$ cat src/rtl/usb_sram_loader.sv
// -----------------------------------------------------------------------------
// usb_sram_loader
// Moves data from the PC into the external async SRAM. Bytes are read from the
// FT245 RX FIFO using the RXF/RD handshake. Each pair of bytes becomes one
// 16-bit word: the first byte is the low byte and the second is the high byte.
// Words are written to consecutive SRAM addresses starting at BASE_ADRS. This
// is the inverse of the SRAM-to-USB dump, which sends the low byte first.
//
// Optional feature macro: LOADER_CHECKSUM_EN. When it is defined, the o_csum
// port carries a modulo-2^16 sum of every word written.
//
// Ports
//   i_clk        system clock (125 MHz)
//   i_rstn       synchronous active-low reset
//   i_start      one-cycle pulse; begins a transfer when idle
//   i_abort      returns to idle on the next cycle; has priority over all
//   i_base_adrs  first SRAM word address
//   i_len        number of 16-bit words to load (0 = immediate DONE)
//   i_usbx       FT245 data bus
//   i_rxf        FT245 "RX data available", active low
//   o_rd         FT245 read strobe, active low
//   o_adx        SRAM word address
//   o_dx_out     SRAM write data
//   o_dx_oe      drive o_dx_out onto the SRAM bus
//   o_cex        SRAM OE_n
//   o_cey        SRAM WE_n
//   o_ce1/o_ce2  SRAM chip enables (tied active)
//   o_bhe/o_ble  SRAM byte enables (both lanes always written)
//   o_busy       transfer in progress
//   o_done       one-cycle pulse when the transfer completes
//   o_wcount     words written so far
//   o_csum       (LOADER_CHECKSUM_EN only) running sum of written words
// -----------------------------------------------------------------------------
module usb_sram_loader #(
  parameter int RD_LOW  = 5,
  parameter int RD_HIGH = 2,
  parameter int WE_LOW  = 2
) (
  input  logic        i_clk,
  input  logic        i_rstn,
  input  logic        i_start,
  input  logic        i_abort,
  input  logic [19:0] i_base_adrs,
  input  logic [15:0] i_len,
  input  logic [7:0]  i_usbx,
  input  logic        i_rxf,
  output logic        o_rd,
  output logic [19:0] o_adx,
  output logic [15:0] o_dx_out,
  output logic        o_dx_oe,
  output logic        o_cex,
  output logic        o_cey,
  output logic        o_ce1,
  output logic        o_ce2,
  output logic        o_bhe,
  output logic        o_ble,
  output logic        o_busy,
  output logic        o_done,
  output logic [15:0] o_wcount
`ifdef LOADER_CHECKSUM_EN
  ,
  output logic [15:0] o_csum
`endif
);

  localparam logic [7:0] RD_LOW_LAST  = 8'(RD_LOW - 1);
  localparam logic [7:0] RD_HIGH_LAST = 8'(RD_HIGH - 1);
  localparam logic [7:0] WE_LOW_LAST  = 8'(WE_LOW - 1);

  typedef enum logic [3:0] {
    S_IDLE     = 4'd0,
    S_WAIT_LO  = 4'd1,
    S_RD_LO    = 4'd2,
    S_PRE_LO   = 4'd3,
    S_WAIT_HI  = 4'd4,
    S_RD_HI    = 4'd5,
    S_WR_SETUP = 4'd6,
    S_WR_PULSE = 4'd7,
    S_WR_HOLD  = 4'd8,
    S_FINISH   = 4'd9
  } state_t;

  // The checksum wraps modulo 2^16.
  function automatic logic [15:0] csum_add(input logic [15:0] acc, input logic [15:0] word);
    csum_add = acc + word;
  endfunction

  state_t      r_state;
  logic [7:0]  r_cnt;
  logic [7:0]  r_lo;
  logic [15:0] r_len;
  logic        r_rd;
  logic [19:0] r_adx;
  logic [15:0] r_dx_out;
  logic        r_dx_oe;
  logic        r_cex;
  logic        r_cey;
  logic        r_busy;
  logic        r_done;
  logic [15:0] r_wcount;
`ifdef LOADER_CHECKSUM_EN
  logic [15:0] r_csum;
`endif

  logic [15:0] w_wcount_inc;
  logic [19:0] w_adx_inc;

  // The 20-bit add wraps 0xFFFFF to 0x00000 naturally.
  assign w_wcount_inc = r_wcount + 16'd1;
  assign w_adx_inc    = r_adx + 20'd1;

  // Transfer state machine. All outputs are registered and are set when the
  // machine enters the state that owns them.
  always_ff @(posedge i_clk) begin
    if (!i_rstn) begin
      r_state  <= S_IDLE;
      r_cnt    <= 8'd0;
      r_lo     <= 8'd0;
      r_len    <= 16'd0;
      r_rd     <= 1'b1;
      r_adx    <= 20'd0;
      r_dx_out <= 16'd0;
      r_dx_oe  <= 1'b0;
      r_cex    <= 1'b0;
      r_cey    <= 1'b1;
      r_busy   <= 1'b0;
      r_done   <= 1'b0;
      r_wcount <= 16'd0;
`ifdef LOADER_CHECKSUM_EN
      r_csum   <= 16'd0;
`endif
    end else if (i_abort) begin
      // Release both buses at once. Completed words stay counted, and any
      // partial word is dropped.
      r_state <= S_IDLE;
      r_cnt   <= 8'd0;
      r_rd    <= 1'b1;
      r_cey   <= 1'b1;
      r_dx_oe <= 1'b0;
      r_cex   <= 1'b0;
      r_busy  <= 1'b0;
      r_done  <= 1'b0;
    end else begin
      r_done <= 1'b0;
      case (r_state)
        S_IDLE: begin
          if (i_start) begin
            r_adx    <= i_base_adrs;
            r_len    <= i_len;
            r_wcount <= 16'd0;
`ifdef LOADER_CHECKSUM_EN
            r_csum   <= 16'd0;
`endif
            if (i_len == 16'd0) begin
              r_done <= 1'b1;
            end else begin
              r_busy  <= 1'b1;
              r_state <= S_WAIT_LO;
            end
          end
        end
        S_WAIT_LO: begin
          if (!i_rxf) begin
            r_rd    <= 1'b0;
            r_cnt   <= 8'd0;
            r_state <= S_RD_LO;
          end
        end
        S_RD_LO: begin
          if (r_cnt == RD_LOW_LAST) begin
            r_lo    <= i_usbx;
            r_rd    <= 1'b1;
            r_cnt   <= 8'd0;
            r_state <= S_PRE_LO;
          end else begin
            r_cnt <= r_cnt + 8'd1;
          end
        end
        S_PRE_LO: begin
          if (r_cnt == RD_HIGH_LAST) begin
            r_cnt   <= 8'd0;
            r_state <= S_WAIT_HI;
          end else begin
            r_cnt <= r_cnt + 8'd1;
          end
        end
        S_WAIT_HI: begin
          if (!i_rxf) begin
            r_rd    <= 1'b0;
            r_cnt   <= 8'd0;
            r_state <= S_RD_HI;
          end
        end
        S_RD_HI: begin
          // The precharge after the high byte overlaps the SRAM write.
          // SETUP + PULSE + HOLD + WAIT_LO always spans at least RD_HIGH
          // cycles, so RD stays high long enough without extra states.
          if (r_cnt == RD_LOW_LAST) begin
            r_rd     <= 1'b1;
            r_dx_out <= {i_usbx, r_lo};
            r_cex    <= 1'b1;
            r_dx_oe  <= 1'b1;
            r_cey    <= 1'b1;
            r_cnt    <= 8'd0;
            r_state  <= S_WR_SETUP;
          end else begin
            r_cnt <= r_cnt + 8'd1;
          end
        end
        S_WR_SETUP: begin
          r_cey   <= 1'b0;
          r_cnt   <= 8'd0;
          r_state <= S_WR_PULSE;
        end
        S_WR_PULSE: begin
          if (r_cnt == WE_LOW_LAST) begin
            r_cey   <= 1'b1;
            r_cnt   <= 8'd0;
            r_state <= S_WR_HOLD;
          end else begin
            r_cnt <= r_cnt + 8'd1;
          end
        end
        S_WR_HOLD: begin
          // Data stays driven through the hold cycle. The bus is released
          // on exit, so the data drive never outlives OE_n being high.
          r_adx    <= w_adx_inc;
          r_wcount <= w_wcount_inc;
`ifdef LOADER_CHECKSUM_EN
          r_csum   <= csum_add(r_csum, r_dx_out);
`endif
          r_dx_oe  <= 1'b0;
          r_cex    <= 1'b0;
          if (w_wcount_inc == r_len) begin
            r_busy  <= 1'b0;
            r_done  <= 1'b1;
            r_state <= S_FINISH;
          end else begin
            r_state <= S_WAIT_LO;
          end
        end
        S_FINISH: begin
          r_state <= S_IDLE;
        end
        default: begin
          r_state <= S_IDLE;
          r_rd    <= 1'b1;
          r_cey   <= 1'b1;
          r_dx_oe <= 1'b0;
          r_cex   <= 1'b0;
          r_busy  <= 1'b0;
        end
      endcase
    end
  end

  assign o_rd     = r_rd;
  assign o_adx    = r_adx;
  assign o_dx_out = r_dx_out;
  assign o_dx_oe  = r_dx_oe;
  assign o_cex    = r_cex;
  assign o_cey    = r_cey;
  assign o_busy   = r_busy;
  assign o_done   = r_done;
  assign o_wcount = r_wcount;
  assign o_ce1    = 1'b0;
  assign o_ce2    = 1'b1;
  assign o_bhe    = 1'b0;
  assign o_ble    = 1'b0;
`ifdef LOADER_CHECKSUM_EN
  assign o_csum   = r_csum;
`endif

endmodule
$ cat config.mk
export PLATFORM = sky130hd
export DESIGN_NAME = usb_sram_loader
export DESIGN_NICKNAME = d
export VERILOG_FILES = /design/src/rtl/usb_sram_loader.sv
export SDC_FILE = /design/constraint.sdc
export NUM_CORES = 1
export LEC_CHECK = 0
export CORE_MARGIN = 2
export CORE_UTILIZATION = 35
export CTS_CLUSTER_SIZE = 25
export DETAILED_ROUTE_END_ITERATION = 10
export SLEW_MARGIN = 30
export SYNTH_ARGS = -nofsm -noshare
export SYNTH_HDL_FRONTEND = slang
export SYNTH_SLANG_ARGS = --single-unit
$ cat constraint.sdc
create_clock -name i_clk -period 4.92 [get_ports i_clk]
set_clock_uncertainty 0.1 [all_clocks]
set_input_delay 0.738 -clock i_clk [delete_from_list [all_inputs] [get_ports i_clk]]
set_output_delay 0.738 -clock i_clk [all_outputs]
set_load 0.02 [all_outputs]
# == Word-level counts from Yosys, hierarchy flattened ==
# Cells that the tools add are included.
# word_totals
out_inout_bits,62
input_bits,49
elab_cells,98
regBits,93
# op_classes
bitwise,6
addsub,3
n_reduce_logical,22
muxes,32
n_eq_ne,23
# ops
cell,count
$pmux 20 s2,1
$mux 4,9
$pmux 4 s9,1
$pmux 16 s2,1
$pmux 8 s4,1
$mux 8,3
$add 20x1->20 const B,1
$mux 20,1
$ne 2x2->1 const B,10
$reduce_and 3->1,6
$add 16x1->16 const B,1
$eq 16x16->1,1
$eq 4x3->1 const B,4
$logic_not 16->1,1
$mux 16,1
$reduce_or 8->1,2
$mux 1,9
$add 8x1->8 const B,1
$eq 4x2->1 const B,2
$eq 4x4->1 const B,2
$eq 8x1->1 const B,1
$eq 8x3->1 const B,1
$reduce_and 8->1,1
$reduce_or 2->1,4
other kinds (13),21

# == Logic depth before layout (Yosys ltp) ==
# Gate-level depths: netlist (run 1).
# depth
depth_word,4
depth_mapped,10
depth_no_buf,9

# == Least setup slack after synthesis (run 1) ==
# OpenSTA, ideal clock, no wires.
# synth_timing
path_type,reg-to-reg
startpoint,"register r_wcount[0], in the netlist o_wcount[0]"
endpoint,"register r_done, in the netlist o_done"
required_ns,4.762
n_path_buf,0
setup_slack_ns,2.424
t_arrival_ns,2.338
setup_time_ns,0.058
period_less_slack_ns,2.496
stages_incl_launch_ff,9
path_cell_list,dfxtp_1 > ha_1 > nand3_1 > nor3_1 > mux2i_1 > o211ai_1 > or4_1 > nor3_2 > o21a_1
# synth_via
elab_chain_cells,4
# synth_lines
element,line_no,source
"start, declared",100,logic [15:0] r_wcount;
"start signal, assigned",228,r_wcount <= w_wcount_inc;
$add 16x1->16,109,assign w_wcount_inc = r_wcount + 16'd1;
$eq 16x16->1,234,if (w_wcount_inc == r_len) begin
$mux 1,234,
$pmux 1 s2,145,case (r_state)
"end signal, assigned",142,r_done <= 1'b0;
"end signal, assigned",144,r_done <= 1'b0;
"end signal, assigned",236,r_done <= 1'b1;
"end, declared",99,logic r_done;
# No other way between the ends.
# A chain may end at the register's enable or synchronous reset.

# == Worst setup path after layout (run 1) ==
# layout_timing
startpoint,input port i_abort
endpoint,"register r_wcount[13], in the netlist o_wcount[13]"
# layout_via
elab_chain_cells,2
# layout_lines
element,line_no,source
"start, declared",42,"input logic i_abort,"
$not 1->1 (no line),n/a,
$reduce_and 3->1 (no line),n/a,
# No other way between the ends.

==> metrics, run 1 <==
outcome finished, final reports clean; met3 wire len 637 um; layout cells sized above 1 4.521%; vias in the first global route 4586; final hold vios 0; Startpoint Class input port; Die Footprint approximately 15000 um^2; HPWL Detailed just under 10000 um; Slew headroom 51.44%; Slew Viols, Final 0; cell taking the most area after synthesis dfxtp_1; CTS Root Cell clkbuf_16; final wirelength ~14000 um; Worst-path clk slew ~70 ps; Worst Hold Class reg2reg; worst slew pin tran 725.4 ps; number of fill cells 1388; final setup vio count 0; synth warn 0; post-synth cell types 61; RSZ-0062 raised after global routing no; FP Rows 43; IO buf count 106; fin crit period around 3300 ps; PwrDens ~260 nW/um^2; via/cell ratio between 5 and 6; f_max a little over 300 MHz; worst skew pair latency around 350 ps; DIE WIDTH ~120 um; top-count cell post-synth nand2_1; Routed WL per cell 15.19 um; Max Root-Sink Buffers 2; hold buffers post-CTS 0; Area contributors post-synth dfxtp_1 (37%), nand2_1 (7.6%), o21ai_0 (4.3%), a21boi_0 (4.0%), nor2_1 (3.8%); CTS tree yes; fin nets 780; First-pass DRT Iterations 4; DIE HEIGHT around 120 um; Post-DRT Antenna Nets 0; H-Tree Depth 3; WL met2 around 6800 um; Post-Synthesis Cells 651; Setup crit end kind flip-flop; first-pass GRT wire length approximately 23000 um; main flop type after synthesis dfxtp_1; GP Congestion around 0.84; reg2reg setup slack 1920 ps; Post-synth EDFFs 0; max-cap violations 0; Yosys reg bits 93; GRT Util Overall 17.76%; clock sink count 93; crit share post-route about 67%; Num CTS Buffers 9; # diodes 0; critical path class in2reg; Peak VDD IR about 0.00016 V; core footprint 14040 um^2; top-level I/O count roughly 110; Synth top cells by count nand2_1 (103), dfxtp_1 (93), nor2_1 (52); CP max FO 25; drt drc 0; Synth top area share ~37%; asr flop ratio synth 0%; Avg Cell Area, Syn 7.792 um^2; Hold Worst Slack ~350 ps; Resize count post-CTS 0; Met1 Wirelength 6283 um; Req. time, crit path 5110 ps; GRT overflow 0; largest net degree at the start of global routing 78; max layer used met4; initial antenna violation count 0; DR vias about 4800; leakage 2.175 nW; DRT iter0 DRCs ~370; Starting Density a little over a third; Post-CTS Setup Bufs 0; Post-Synthesis Cell Area between 5000 and 6000 um^2; Critical Path AT 3490 ps; area delta synth->final 27.01%; Sum Neg Setup Slack 0 ps; Seq/Total Area, Yosys between 30% and 40%
## logic make-up (layout without fill, tap and decap cells)
family / count (synthesis) / in the layout / share of synthesized area [%]
and+or+nand+nor: 288 / 288 / 28.17
AOI/OAI and AO/OA: 159 / 159 / 19.98
other: 2 / 4 / 0.1481
adders and majority gates: 5 / 5 / 1.233
buffers and inverters: 59 / 136 / 5.648
muxes: 13 / 13 / 2.590
xor gates and xnor gates: 32 / 32 / 5.525
DFF: 93 / 93 / 36.70
## flip-flops by register name (all words and copies together), names as in the netlist, 4 cells and up
name and count:
o_adx 20, o_dx_out 16, o_wcount 16, r_cnt 8, r_len 16, r_lo 8, r_state 4
## critical path: stages
cell and delay (ps):
clkdlybuf4s50_1 570, nor4_1 380, o21a_1 190, buf_4 270, nand2_1 430, or4_1 640
o21ai_0 140, and2_1 130
## routing by layer
| metal | up-vias | track usage (%) |
|---|---|---|
| li1 | 2391 | - |
| met1 | 2267 | 22.71 |
| met2 | 116 | 29.86 |
| met3 | 6 | 4.381 |
| met4 | 0 | 4.693 |
| met5 | - | 0 |
## stage by stage
stage	cells	power [mW]	setup WS (ps)	area (um^2)	utilization (%)
final	910	1.652	1617	6442	45.88
after global routing	910	1.722	1276	6442	45.88
after detailed placement	895	0.9923	1272	6157	43.85
after floorplan	653	0.9042	2424	5080	-
after global placement	895	0.9888	1311	6157	43.85
after CTS	910	1.668	1618	6442	45.88
## cells in the final DEF, fill, tap and decap left out, types with 7 or more instances in the layout
| cell | instances |
|---|---|
| clkdlybuf4s50_1 | 105 |
| nand2_1 | 103 |
| nand3_1 | 20 |
| nor2b_1 | 22 |
| xor2_1 | 16 |
| a21boi_1 | 11 |
| mux2i_1 | 12 |
| clkbuf_16 | 9 |
| nor2_1 | 52 |
| a21oi_1 | 32 |
| and2_1 | 15 |
| nor3_1 | 17 |
| nand2b_1 | 7 |
| nand4_1 | 10 |
| a21boi_0 | 27 |
| o21ai_0 | 43 |
| dfxtp_1 | 93 |
| inv_1 | 9 |
| nor4_1 | 12 |
| a31oi_1 | 8 |
| xnor2_1 | 16 |
## cell type report
type,count,area [um^2],area share (%)
sequential,93,1862,28.90
clock buffer,11,252.7,3.923
multi-input combinational,501,2935,45.56
tap,180,225.2,3.496
clock inverter,4,32.53,0.5050
inverter,9,33.78,0.5244
timing repair buffer,112,1101,17.09
## report_power, final
| part | internal (mW) | switching [mW] |
|---|---|---|
| sequential | 0.770 | 0.0220 |
| clock | 0.370 | 0.306 |
| combinational | 0.0936 | 0.0893 |
## path summary, 6_finish.rpt
kind | start | endpoint | cells after the start
setup reg to reg | r_state[2]$_SDFFE_PP0P_ | o_wcount[13]$_SDFFE_PN0P_ | 7
hold / removal | o_dx_out[11]$_SDFFE_PN0P_ | o_dx_out[11]$_SDFFE_PN0P_ | 2
setup / recovery | i_abort | o_wcount[13]$_SDFFE_PN0P_ | 8
hold reg to reg | o_dx_out[11]$_SDFFE_PN0P_ | o_dx_out[11]$_SDFFE_PN0P_ | 2
(Power assumes the default switching activity.)
==> run 2: changes to the inputs <==
==> constraint.sdc (replaced) <==
create_clock -name i_clk -period 2.94 [get_ports i_clk]
set_clock_uncertainty 0.1 [all_clocks]
set_input_delay 0.441 -clock i_clk [delete_from_list [all_inputs] [get_ports i_clk]]
set_output_delay 0.441 -clock i_clk [all_outputs]
set_load 0.02 [all_outputs]
==> metrics, run 2 (synthesis results as in run 1) <==
FP Rows 43 (unchanged); worst slew pin tran 645.1 ps (-80.27 ps); Setup crit end kind flip-flop; f_max between 300 and 400 MHz; HPWL Detailed 9961 um (+2.7%); core footprint 14040 um^2 (unchanged); worst skew pair latency 340 ps (about the same); crit-path max cell delay 480 ps (-160 ps); # diodes 0 (unchanged); Hold Worst Slack 350.8 ps (-4.181 ps); RSZ-0062 raised after global routing no; crit share post-route approximately nine tenths; Startpoint Class flip-flop; Post-DRT Antenna Nets 0 (unchanged); number of fill cells 1388 (unchanged); PwrDens 431.8 nW/um^2 (+68%); most frequent cells in the layout clkdlybuf4s50_1 (105), nand2_1 (103), dfxtp_1 (93); layout cells sized above 1 5.683% (+1.2 points); Buf/Inv on CP 0 (-2); Num CTS Buffers 9 (unchanged); crit-path cells ha_1 -> nand3_1 -> nor3_2 -> mux2i_1 -> o211ai_1 -> or4_1 -> nor3_1 -> o21ai_0; CP Launch Point o_wcount[0]$_SDFFE_PN0P_; Starting Density 36.12% (unchanged); CTS tree yes; final hold vios 0 (unchanged); hold_sp o_dx_out[8]$_SDFFE_PN0P_; FF/Latch Area 1862 um^2 (unchanged); Req. time, crit path 3070 ps (-2040 ps); Slowest-stage cell, CP or4_1; Max Root-Sink Buffers 2 (unchanged); DIE HEIGHT 124.4 um (unchanged); GP Congestion 0.8794 (+4.3%); clock sink count 93 (unchanged); top-level I/O count 111 (unchanged); Worst-path clk slew 60 ps (about the same); CP max FO 8 (-68%); vias in the first global route 4535 (-1.1%); delay-heaviest family, CP simple AND/OR/NAND/NOR gates; area delta synth->final 28.59%; DIE WIDTH 124.4 um (unchanged); Routed WL per cell 15.14 um (-0.37%); GRT overflow 0 (unchanged); Slew headroom 56.99% (+5.6 points); GRT Util Overall 17.96% (+0.21 points); CTS Root Cell clkbuf_16; final setup vio count 0 (unchanged); Critical Path AT 2800 ps (-690 ps); IO buf count 106 (unchanged); Worst Hold Class reg2reg; Sum Neg Setup Slack 0 ps (unchanged); fin crit period 2666 ps; max-cap violations 0 (unchanged); FF-to-FF Start o_wcount[0]$_SDFFE_PN0P_; Die Footprint 15470 um^2 (unchanged); largest net degree at the start of global routing 78 (unchanged); via/cell ratio 5.226 (-0.50%); critical path class reg2reg; fin nets 788 (+1.0%); outcome finished, final reports clean; initial antenna violation count 0 (unchanged); final wirelength 13910 um (+0.61%); DRT iter0 DRCs 396 (+7.3%); First-pass DRT Iterations 5 (+1); drt drc 0 (unchanged); first-pass GRT wire length 22990 um (+0.66%); Slew Viols, Final 0 (unchanged); DR vias 4803 (+0.48%); most common cell after layout, fill and taps aside clkdlybuf4s50_1; leakage 2.232 nW (+2.7%); Peak VDD IR 0.0002954 V (+89%); max reg flops 20 (unchanged); multi-input logic area 2940 um^2 (+0.17%); H-Tree Depth 3 (unchanged)
-- run 2: changes by cell type in the layout (fill, tap and decap cells not counted), sizes merged --
cell / before / now
clkinvlp: 2 / 0
clkinv: 1 / 2
buf: 7 / 15
bufinv: 0 / 1
inv: 10 / 11
-- run 2: worst min-delay path: cells and delay by family (launching register included) --
family	cells	cell delay [ps]
AO/OA/AOI/OAI	1	50
flip-flops	1	310
AND/OR/NAND/NOR	1	50
-- run 2: metrics by stage --
step                instances  total power [mW]  util (%)  cell area [um^2]  setup slack [ps]
floorplan                 653             1.513         -              5080             443.8
global placement          903             1.659     44.28              6217             405.3
detailed placement        903             1.663     44.28              6217             234.0
CTS                       919             2.852     46.41              6518             218.1
global route              919             2.942     46.45              6523             51.07
finish                    919             2.817     46.45              6523             274.0
-- run 2: final timing paths --
check | to | slack [ps] | depth (start not counted)
worst min register to register | o_dx_out[8]$_SDFFE_PN0P_ | 350 | 2
worst max-delay path | o_busy$_SDFFE_PP0P_ | 270 | 8
worst max register to register | o_busy$_SDFFE_PP0P_ | 270 | 8
worst min-delay path | o_dx_out[8]$_SDFFE_PN0P_ | 350 | 2
-- run 2: metal layers --
metal / up-vias / GRT usage (%) / wire, um / part of all wire, %
li1: 2424 / - / - / -
met1: 2242 / 22.97 / 6304 / 45
met2: 118 / 29.77 / 6688 / 48
met3: 19 / 4.510 / 659 / 4.7
met4: 0 / 5.552 / 259 / 1.9
met5: - / 0 / 0 / 0
-- run 2: where the power goes --
group          internal [mW]  switching [mW]
clock                  0.686           0.498
combinational          0.157           0.150
sequential              1.29          0.0362
-- run 2: layout make-up --
class / count / area share, %
clock buffers: 11 / 3.721
repair buffers: 120 / 17.80
inverters: 9 / 0.5179
clock inverters: 5 / 0.8824
multi-input cells: 501 / 45.08
flip-flops and latches: 93 / 28.54
well taps: 180 / 3.453
-- run 2: repair_timing --
action | in CTS | in global routing
hold buffers | 0 | 0
resized for setup | 0 | 1
buffers inserted | 0 | 0
endpoints found under the setup margin | 0 | 3
